## config.mk

```make
export PLATFORM = sky130hd
export DESIGN_NAME = cory_unpack_seq
export DESIGN_NICKNAME = d
export VERILOG_FILES = /design/src/rtl/cory_unpack_seq_pkg.sv /design/src/rtl/cory_pri_enc.sv /design/src/rtl/cory_unpack_seq.sv
export SDC_FILE = /design/constraint.sdc
export NUM_CORES = 1
export LEC_CHECK = 0
export CORE_AREA = 10 10 160 162
export CTS_CLUSTER_SIZE = 12
export DETAILED_ROUTE_END_ITERATION = 8
export DIE_AREA = 0 0 170 172
export GPL_ROUTABILITY_DRIVEN = 0
export PLACE_DENSITY_LB_ADDON = 0.12
export SETUP_SLACK_MARGIN = 0.4
export SLEW_MARGIN = 20
export SYNTH_ARGS = -nofsm -noshare
export SYNTH_HDL_FRONTEND = slang
export SYNTH_SLANG_ARGS = --single-unit
```

## constraint.sdc

```tcl
create_clock -name clk -period 9.8 [get_ports clk]
set_clock_uncertainty 0.15 [all_clocks]
set_input_delay 1.47 -clock clk [delete_from_list [all_inputs] [get_ports clk]]
set_output_delay 1.47 -clock clk [all_outputs]
set_load 0.005 [all_outputs]
```

## src/rtl/cory_unpack_seq_pkg.sv

```systemverilog
// Shared definitions for the cory_unpack_seq sequencer: state encoding,
// a constant clog2 helper and the field-slice macro used to pick field k
// out of a packed word of n-bit fields.
`ifndef CORY_UNPACK_SEQ_PKG_SV
`define CORY_UNPACK_SEQ_PKG_SV

// Field k of a packed word built from n-bit fields.
`define CORY_FIELD(k, n) (k)*(n) +: (n)

package cory_unpack_seq_pkg;

    // IDLE: no word held. SEND: a word with a nonzero pending mask is held.
    typedef enum logic {
        IDLE = 1'b0,
        SEND = 1'b1
    } state_e;

    // Ceiling log2, at least 1 so that a one-bit index is always available.
    function automatic int cory_clog2(input int value);
        int result;
        result = 0;
        while ((1 << result) < value) begin
            result = result + 1;
        end
        if (result < 1) begin
            result = 1;
        end
        return result;
    endfunction

endpackage

`endif

```

## src/rtl/cory_pri_enc.sv

```systemverilog
// Combinational priority encoder over a field mask. With MSB=0 the lowest
// set bit wins, with MSB=1 the highest. Produces the winning index, its
// one-hot form and a flag that is set when exactly one mask bit is set.
module cory_pri_enc #(
    parameter int F   = 16,
    parameter int IW  = 4,
    parameter bit MSB = 1'b0
) (
    input  logic [F-1:0]  mask_i,
    output logic [IW-1:0] idx_o,
    output logic [F-1:0]  onehot_o,
    output logic          single_o
);

    // Scanning the mask in priority order: for MSB-first the mask is
    // bit-reversed so the same lowest-set-bit trick serves both orders.
    logic [F-1:0] scan_mask;
    logic [F-1:0] scan_onehot;

    genvar gi;
    generate
        for (gi = 0; gi < F; gi = gi + 1) begin : g_order
            if (MSB) begin : g_rev
                assign scan_mask[gi] = mask_i[F-1-gi];
                assign onehot_o[gi]  = scan_onehot[F-1-gi];
            end else begin : g_fwd
                assign scan_mask[gi] = mask_i[gi];
                assign onehot_o[gi]  = scan_onehot[gi];
            end
        end
    endgenerate

    // Isolating the lowest set bit of the scan-ordered mask.
    assign scan_onehot = scan_mask & (~scan_mask + {{(F-1){1'b0}}, 1'b1});

    // Exactly one bit set: nonzero and clearing the lowest bit leaves zero.
    assign single_o = (mask_i != '0) &&
                      ((mask_i & (mask_i - {{(F-1){1'b0}}, 1'b1})) == '0);

    // Converting the one-hot winner into a binary index.
    always_comb begin
        idx_o = '0;
        for (int k = 0; k < F; k++) begin
            if (onehot_o[k]) begin
                idx_o = idx_o | IW'(k);
            end
        end
    end

endmodule

```

## src/rtl/cory_unpack_seq.sv

```systemverilog
// Sequencer that unpacks a word of F fields of N bits onto a single narrow
// valid/ready channel, one enabled field per handshake, tagged with its
// index and a last flag. Fields are emitted lowest index first; defining
// CORY_UNPACK_SEQ_MSB_FIRST_EN reverses this to highest index first.
import cory_unpack_seq_pkg::*;

module cory_unpack_seq #(
    parameter int N  = 8,
    parameter int F  = 16,
    parameter int A  = N*F,
    parameter int IW = 4
) (
    input  logic          clk,
    input  logic          reset,
    input  logic          i_a_v,
    input  logic [A-1:0]  i_a_d,
    input  logic [F-1:0]  i_a_m,
    output logic          o_a_r,
    output logic          o_z_v,
    output logic [N-1:0]  o_z_d,
    output logic [IW-1:0] o_z_i,
    output logic          o_z_l,
    input  logic          i_z_r
);

    localparam int SELW = cory_clog2(F);

`ifdef CORY_UNPACK_SEQ_MSB_FIRST_EN
    localparam bit MSB_FIRST = 1'b1;
`else
    localparam bit MSB_FIRST = 1'b0;
`endif

    state_e       state_q, state_d;
    logic [F-1:0] mask_q,  mask_d;
    logic [A-1:0] data_q,  data_d;

    logic [SELW-1:0] sel;
    logic [F-1:0]    sel_onehot;
    logic            sel_single;

    logic z_v;
    logic a_r;
    logic z_fire;
    logic a_accept;

    cory_pri_enc #(
        .F   (F),
        .IW  (SELW),
        .MSB (MSB_FIRST)
    ) u_pri_enc (
        .mask_i   (mask_q),
        .idx_o    (sel),
        .onehot_o (sel_onehot),
        .single_o (sel_single)
    );

    // State, pending mask and held word; reset drops any partial word.
    always_ff @(posedge clk) begin
        if (reset) begin
            state_q <= IDLE;
            mask_q  <= '0;
            data_q  <= '0;
        end else begin
            state_q <= state_d;
            mask_q  <= mask_d;
            data_q  <= data_d;
        end
    end

    // Output drive and next-state: emit the selected field, retire it on
    // handshake, and reload in the same cycle as the last beat for
    // back-to-back words.
    always_comb begin
        state_d = state_q;
        mask_d  = mask_q;
        data_d  = data_q;
        o_z_d   = '0;
        o_z_i   = '0;
        o_z_l   = 1'b0;

        z_v = (state_q == SEND);
        if (z_v) begin
            o_z_d = data_q[`CORY_FIELD(sel, N)];
            o_z_i = IW'(sel);
            o_z_l = sel_single;
        end

        // Ready never looks at i_a_v, only at the downstream handshake.
        a_r      = (state_q == IDLE) | (z_v & i_z_r & sel_single);
        z_fire   = z_v & i_z_r;
        a_accept = i_a_v & a_r;

        if (z_fire) begin
            mask_d = mask_q & ~sel_onehot;
            if (sel_single) begin
                state_d = IDLE;
            end
        end

        if (a_accept) begin
            if (i_a_m != '0) begin
                mask_d  = i_a_m;
                data_d  = i_a_d;
                state_d = SEND;
            end else begin
                state_d = IDLE;
            end
        end

        o_z_v = z_v;
        o_a_r = a_r;
    end

endmodule

```

==> results of run 1 <==
metal layers:
metal | GRT usage | wire [um] | part of all wire | vias up
li1 | - | - | - | 3551
met1 | 0.242 | 12400 | 0.47 | 3403
met2 | 0.270 | 11900 | 0.45 | 222
met3 | 0.0474 | 1820 | 0.069 | 22
met4 | 0.0416 | 294 | 0.011 | 0
met5 | 0 | 0 | 0 | -
worst max-delay path: stages, from the launching register on:
cell             delay [ps]
dfxtp_1                 400
or4_1                   600
a2111oi_0               760
a21oi_1                 390
nor3_1                  940
a221oi_1                310
nor3_1                  240
a21oi_1                  90
clkdlybuf4s50_1         460
logic make-up after synthesis:
| group | count (synthesis) |
|---|---|
| AOI/OAI and AO/OA | 346 |
| and+or+nand+nor | 224 |
| DFF | 145 |
| buffers and inverters | 108 |
| muxes | 81 |
| adders and majority gates | 1 |
registers in the layout, summed over array words and instances (netlist names):
| name | count |
|---|---|
| data_q | 128 |
| o_z_v | 1 |
| mask_q | 16 |
worst paths after layout:
kind,start,to,slack (ps)
max,mask_q[0],o_z_d[2],3560
min,data_q[48],data_q[48],320
min reg2reg,data_q[48],data_q[48],320
max reg2reg,mask_q[0],data_q[112],5570
metrics by stage:
stage               setup slack [ps]  hold slack, ps
finish                          3560             324
floorplan                       5190             300
detailed placement              3930             316
global placement                3970             310
global route                    3220             344
CTS                             3460             325
synthesized netlist by cell type, types with 2 or more instances:
| cell type | number | area [um2] |
|---|---|---|
| nor2_1 | 13 | 48.8 |
| nand2_1 | 15 | 56.3 |
| o21ai_0 | 138 | 691 |
| o21ai_1 | 9 | 45.0 |
| and2_1 | 5 | 31.3 |
| nand4_1 | 13 | 81.3 |
| nor3_1 | 13 | 65.1 |
| a221o_1 | 4 | 40.0 |
| nand3_1 | 135 | 676 |
| inv_1 | 5 | 18.8 |
| or3_1 | 3 | 18.8 |
| o41ai_1 | 4 | 35.0 |
| a21oi_1 | 147 | 736 |
| buf_4 | 4 | 30.0 |
| o2111ai_1 | 2 | 17.5 |
| a211oi_1 | 3 | 22.5 |
| a31oi_1 | 2 | 12.5 |
| buf_6 | 7 | 78.8 |
| a221oi_1 | 9 | 78.8 |
| o211ai_1 | 7 | 52.6 |
| o31ai_1 | 3 | 22.5 |
| or4_1 | 8 | 60.1 |
| dfxtp_1 | 145 | 2900 |
| clkbuf_1 | 72 | 270 |
| mux2i_1 | 80 | 801 |
| or4b_2 | 2 | 20.0 |
| buf_2 | 17 | 85.1 |
| nor4_1 | 11 | 68.8 |
| a31o_1 | 4 | 35.0 |
| o311ai_0 | 3 | 26.3 |
cell type report:
class | instances | area, um2 | area share
Multi-Input combinational cell | 652 | 3910 | 0.412
Sequential cell | 145 | 2900 | 0.306
Timing Repair Buffer | 168 | 1690 | 0.178
Clock buffer | 19 | 443 | 0.0467
Tap cell | 285 | 357 | 0.0376
Clock inverter | 13 | 151 | 0.0160
Inverter | 7 | 31.3 | 0.00330
power groups by stage:
stage	clock [W]	combinational, W	sequential, W
after floorplan	0	0.000315	0.000661
after global placement	0	0.000464	0.000680
after detailed placement	0	0.000467	0.000679
after CTS	0.000675	0.000469	0.000666
after global routing	0.000700	0.000514	0.000672
final	0.000665	0.000471	0.000666
==> impl_metrics.py, run 1 <==
metrics = {
    "sta": {
        "finalHoldViolCount": 0,
        "tns_ps": 0,
        "post-route-period-util": 0.637,
        "period_needed_ps": 6240,
        "clock.fmax_mhz": 160,
        "tightest_slew_ps": 1060,
        "drv_slew": 0,
        "slew_headroom": 0.294,
        "rsz0062_at_grt": "no",
        "setup_viol": 0,
    },
    "clocking": {
        "clk_pin_slew_worst_paths_ps": 70,
        "cts.hold.buffers_added": 0,
        "cts.sink_count": 145,
        "cts_post_setup_buffers_inserted": 0,
        "tritoncts": "built",
        "cts_buffer_depth": 2,
        "htreeDepth": 4,
        "cts_resized": 0,
        "clk_latency_ps": 420,
        "cts_buffers": 17,
        "root_buffer": "clkbuf_16",
    },
    "synth": {
        "synth-seq-cells": 145,
        "synth_top_flop_cell": "dfxtp_1",
        "syn_inst": 905,
        "yosys.area_share.adder": 0.00137,
        "ys_async_sr_fraction": 0,
        "ys_seq_area_frac": 0.397,
        "synth_xor_area_frac": 0,
        "yosysWarnings": 0,
        "yosys.area_share.simple": 0.159,
        "synth_mux_area_frac": 0.111,
        "synth_area_per_cell_um2": 8.08,
        "syn_nets": 1053,
        "synth_cell_types": 52,
        "synth_compound_area_frac": 0.261,
        "synth_top_family_by_area": "compound AO/OA/AOI/OAI gates",
        "synth-edff-count": 0,
        "synth_area_um2": 7310,
    },
    "setup_path": {
        "rr_worst_depth": 8,
        "critPathRequiredTime_ps": 8180,
        "start_kind": "register",
        "path_max_fanout": 12,
        "arrival_ps": 4620,
        "path_class": "register to primary output",
        "cp-end-kind": "primary output",
    },
    "global_route": {
        "grt-ovfl-total": 0,
        "antenna_found_initial": 0,
        "grtUsageTotal": 0.177,
        "grt_max_degree": 145,
        "first_global_vias": 7022,
        "grt_pass1_wl_um": 40700,
    },
    "floorplanning": {
        "pin_count": 163,
        "die_height_um": 172,
        "core_area_um2": 22400,
        "initial_core_util": 0.327,
        "die_area_um2": 29200,
        "die_w_um": 170,
        "row_count": 55,
    },
    "routing": {
        "ant_nets": 0,
        "drt-initial-drc-count": 593,
        "dr.pass1.iters": 5,
        "vias": 7198,
        "wirelength_um": 26400,
        "via_per_inst": 5.58,
        "remaining_drc_errors": 0,
        "wl_per_cell_um": 20.5,
    },
    "power": {
        "pwr-share-seq": 0.370,
        "p_sw_frac": 0.323,
        "p_int_w": 0.00122,
        "pwr-share-comb": 0.261,
        "power_leakage_nw": 3.26,
        "power.density_nw_per_um2": 190,
        "vdd_drop_max_v": 0.0000874,
        "p_sw_w": 0.000583,
        "total_power_w": 0.00180,
        "clkPwrFrac": 0.369,
    },
    "finish": {
        "area_growth_pct": 29.7,
        "layout_commonest_cell": "clkdlybuf4s50_1",
        "nets": 1139,
        "diodes": 0,
        "final_cell_area_um2": 9480,
        "layout-drive-gt1-share": 0.0488,
        "layout_common_cells": "clkdlybuf4s50_1 (161), a21oi_1 (147), dfxtp_1 (145)",
        "final_core_utilization": 0.424,
        "post_layout_nonfiller_instances": 1289,
        "filler_cell_count": 2277,
    },
    "place": {
        "placedCellCount": 1256,
        "dpl.hpwl_um": 17800,
        "placed_cell_area_um2": 8860,
        "port_buffers": 162,
    },
    "worst_hold_path": {
        "holdPathStages": 2,
        "hold_class": "register to register",
    },
    "run": {
        "max_cap_viol_count": 0,
    },
    "status": {
        "status": "completed",
    },
}
Note: power is estimated with default switching activity, not from simulation.
==> run 2, diff against run 1 <==
clock period = 5.8 ns   (was 9.8 ns; I/O delays follow)
==> run 2 against run 1 <==
  * Sequential power up 68%
  * Via count about the same
  * Cell count up 0.39%
  * Final area up 1.1%
  * Non-clock buffer count up 6
  * Largest power group is now clock
  * Highest routed layer unchanged
==> impl_metrics.py, run 2 (same netlist as run 1, synthesis figures left out) <==
metrics = {
    "status": {
        "status": "completed",
    },
    "setup_path": {
        "cp_common_cell": "or4_1",
        "path_max_fanout": 18,
        "cpPeakStageDelay_ps": 680,
        "reg2reg_from": "mask_q[0]",
        "start_kind": "register",
        "critPathRequiredTime_ps": 4780,
        "crit_path_cell_trace": "or4_1 > or4_1 > or3_1 > nand2_4 > mux2i_1 > o21ai_0 > a21oi_1 > clkdlybuf4s50_1",
        "crit_start": "mask_q[0]",
        "crit_slowest_cell": "or4_1",
        "arrival_ps": 4220,
        "cp-end-kind": "primary output",
        "path_class": "register to primary output",
    },
    "finish": {
        "area_growth_pct": 31.2,
        "layout_common_cells": "clkdlybuf4s50_1 (161), a21oi_1 (146), dfxtp_1 (145)",
        "post_layout_nonfiller_instances": 1294,
        "final_cell_area_um2": 9590,
        "nets": 1145,
        "largest_register_ffs": 128,
        "regMostFlops": "data_q",
        "layout_commonest_cell": "clkdlybuf4s50_1",
        "diodes": 0,
        "layout-drive-gt1-share": 0.0555,
    },
    "sta": {
        "post-route-period-util": 0.904,
        "clock.fmax_mhz": 191,
        "tightest_slew_ps": 1030,
        "rsz0062_at_grt": "no",
        "drv_slew": 0,
        "finalHoldViolCount": 0,
        "tns_ps": 0,
        "timing.final.ws_setup_ps": 558,
        "slew_headroom": 0.313,
        "setup_viol": 0,
        "period_needed_ps": 5240,
    },
    "global_route": {
        "grt-ovfl-total": 0,
        "grt_pass1_wl_um": 40000,
        "antenna_found_initial": 0,
        "first_global_vias": 6945,
        "grt_max_degree": 105,
        "grtUsageTotal": 0.174,
    },
    "floorplanning": {
        "pin_count": 163,
        "initial_core_util": 0.327,
        "die_w_um": 170,
        "die_height_um": 172,
        "row_count": 55,
        "core_area_um2": 22400,
        "die_area_um2": 29200,
    },
    "place": {
        "placed_cell_area_um2": 8890,
        "dpl.hpwl_um": 17900,
        "placedCellCount": 1259,
        "port_buffers": 162,
        "pre_cts_ws_ps": 924,
    },
    "routing": {
        "wirelength_um": 26700,
        "wl_per_cell_um": 20.6,
        "via_per_inst": 5.56,
        "ant_nets": 0,
        "drt-initial-drc-count": 721,
        "vias": 7195,
        "remaining_drc_errors": 0,
        "dr.pass1.iters": 5,
    },
    "run": {
        "max_cap_viol_count": 0,
    },
    "power": {
        "power_leakage_nw": 3.32,
        "pwr-share-seq": 0.360,
        "p_sw_frac": 0.313,
        "pwr-share-comb": 0.267,
        "vdd_drop_max_v": 0.000161,
        "clkPwrFrac": 0.373,
        "power.density_nw_per_um2": 325,
        "p_int_w": 0.00214,
        "p_sw_w": 0.000976,
    },
    "clocking": {
        "tritoncts": "built",
        "cts.hold.buffers_added": 0,
        "clk_pin_slew_worst_paths_ps": 60,
        "htreeDepth": 4,
        "cts_buffers": 17,
        "cts_buffer_depth": 2,
        "root_buffer": "clkbuf_16",
        "clk_latency_ps": 420,
        "cts.sink_count": 145,
    },
    "worst_hold_path": {
        "hp-start": "data_q[8]",
        "hold_class": "register to register",
    },
}
-- run 2: cell types whose count changed in the layout (fill, tap and decap cells not counted), sizes merged --
cell | before | now
clkinv | 4 | 7
clkinvlp | 3 | 2
bufinv | 2 | 4
buf | 7 | 12
inv | 11 | 7
-- run 2: final cells by class --
type                       count  area [um2]
inverter                       7        38.8
multi-input combinational    652        3930
tap                          285         357
clock buffer                  18         429
sequential                   145        2900
timing repair buffer         174        1750
clock inverter                13         185
fill                        2267       12800
-- run 2: repair_timing --
item | 4_1_cts | 5_1_grt
setup buffers | 0 | 1
setup endpoints to repair | 0 | 9
resized for setup | 0 | 7
-- run 2: path summary, 6_finish.rpt --
path,slack (ps),end,cells after the start
setup / recovery,560,o_z_d[1],8
setup reg to reg,1180,mask_q[15],9
hold reg to reg,320,data_q[8],2
hold / removal,320,data_q[8],2
-- run 2: stage by stage --
step                      utilization  hold slack, ps  total power, W
after floorplan                     -             300         0.00165
after global placement          0.398             309         0.00194
after detailed placement        0.398             315         0.00194
after CTS                       0.425             324         0.00310
after global routing            0.429             342         0.00325
final                           0.429             323         0.00311
-- run 2: routing by layer --
layer / track usage / share of wire / up-vias
met4: 0.0423 / 0.011 / 0
met5: 0 / 0 / -
li1: - / - / 3549
met2: 0.256 / 0.44 / 213
met3: 0.0488 / 0.067 / 24
met1: 0.244 / 0.48 / 3409
-- run 2: power groups by stage --
stage | sequential [W] | combinational [W] | clock (W)
3_3_place_gp | 0.00114 | 0.000798 | 0
3_5_place_dp | 0.00114 | 0.000794 | 0
5_1_grt | 0.00113 | 0.000897 | 0.00122
6_report | 0.00112 | 0.000830 | 0.00116
2_1_floorplan | 0.00112 | 0.000532 | 0
4_1_cts | 0.00112 | 0.000798 | 0.00118
-- run 2: worst max-delay path: cells and delay by family, from the launching register on --
family / cells / cell delay (ps)
compound gates: 2 / 440
buf+inv: 1 / 580
flops: 1 / 410
mux: 1 / 230
simple gates: 4 / 2130
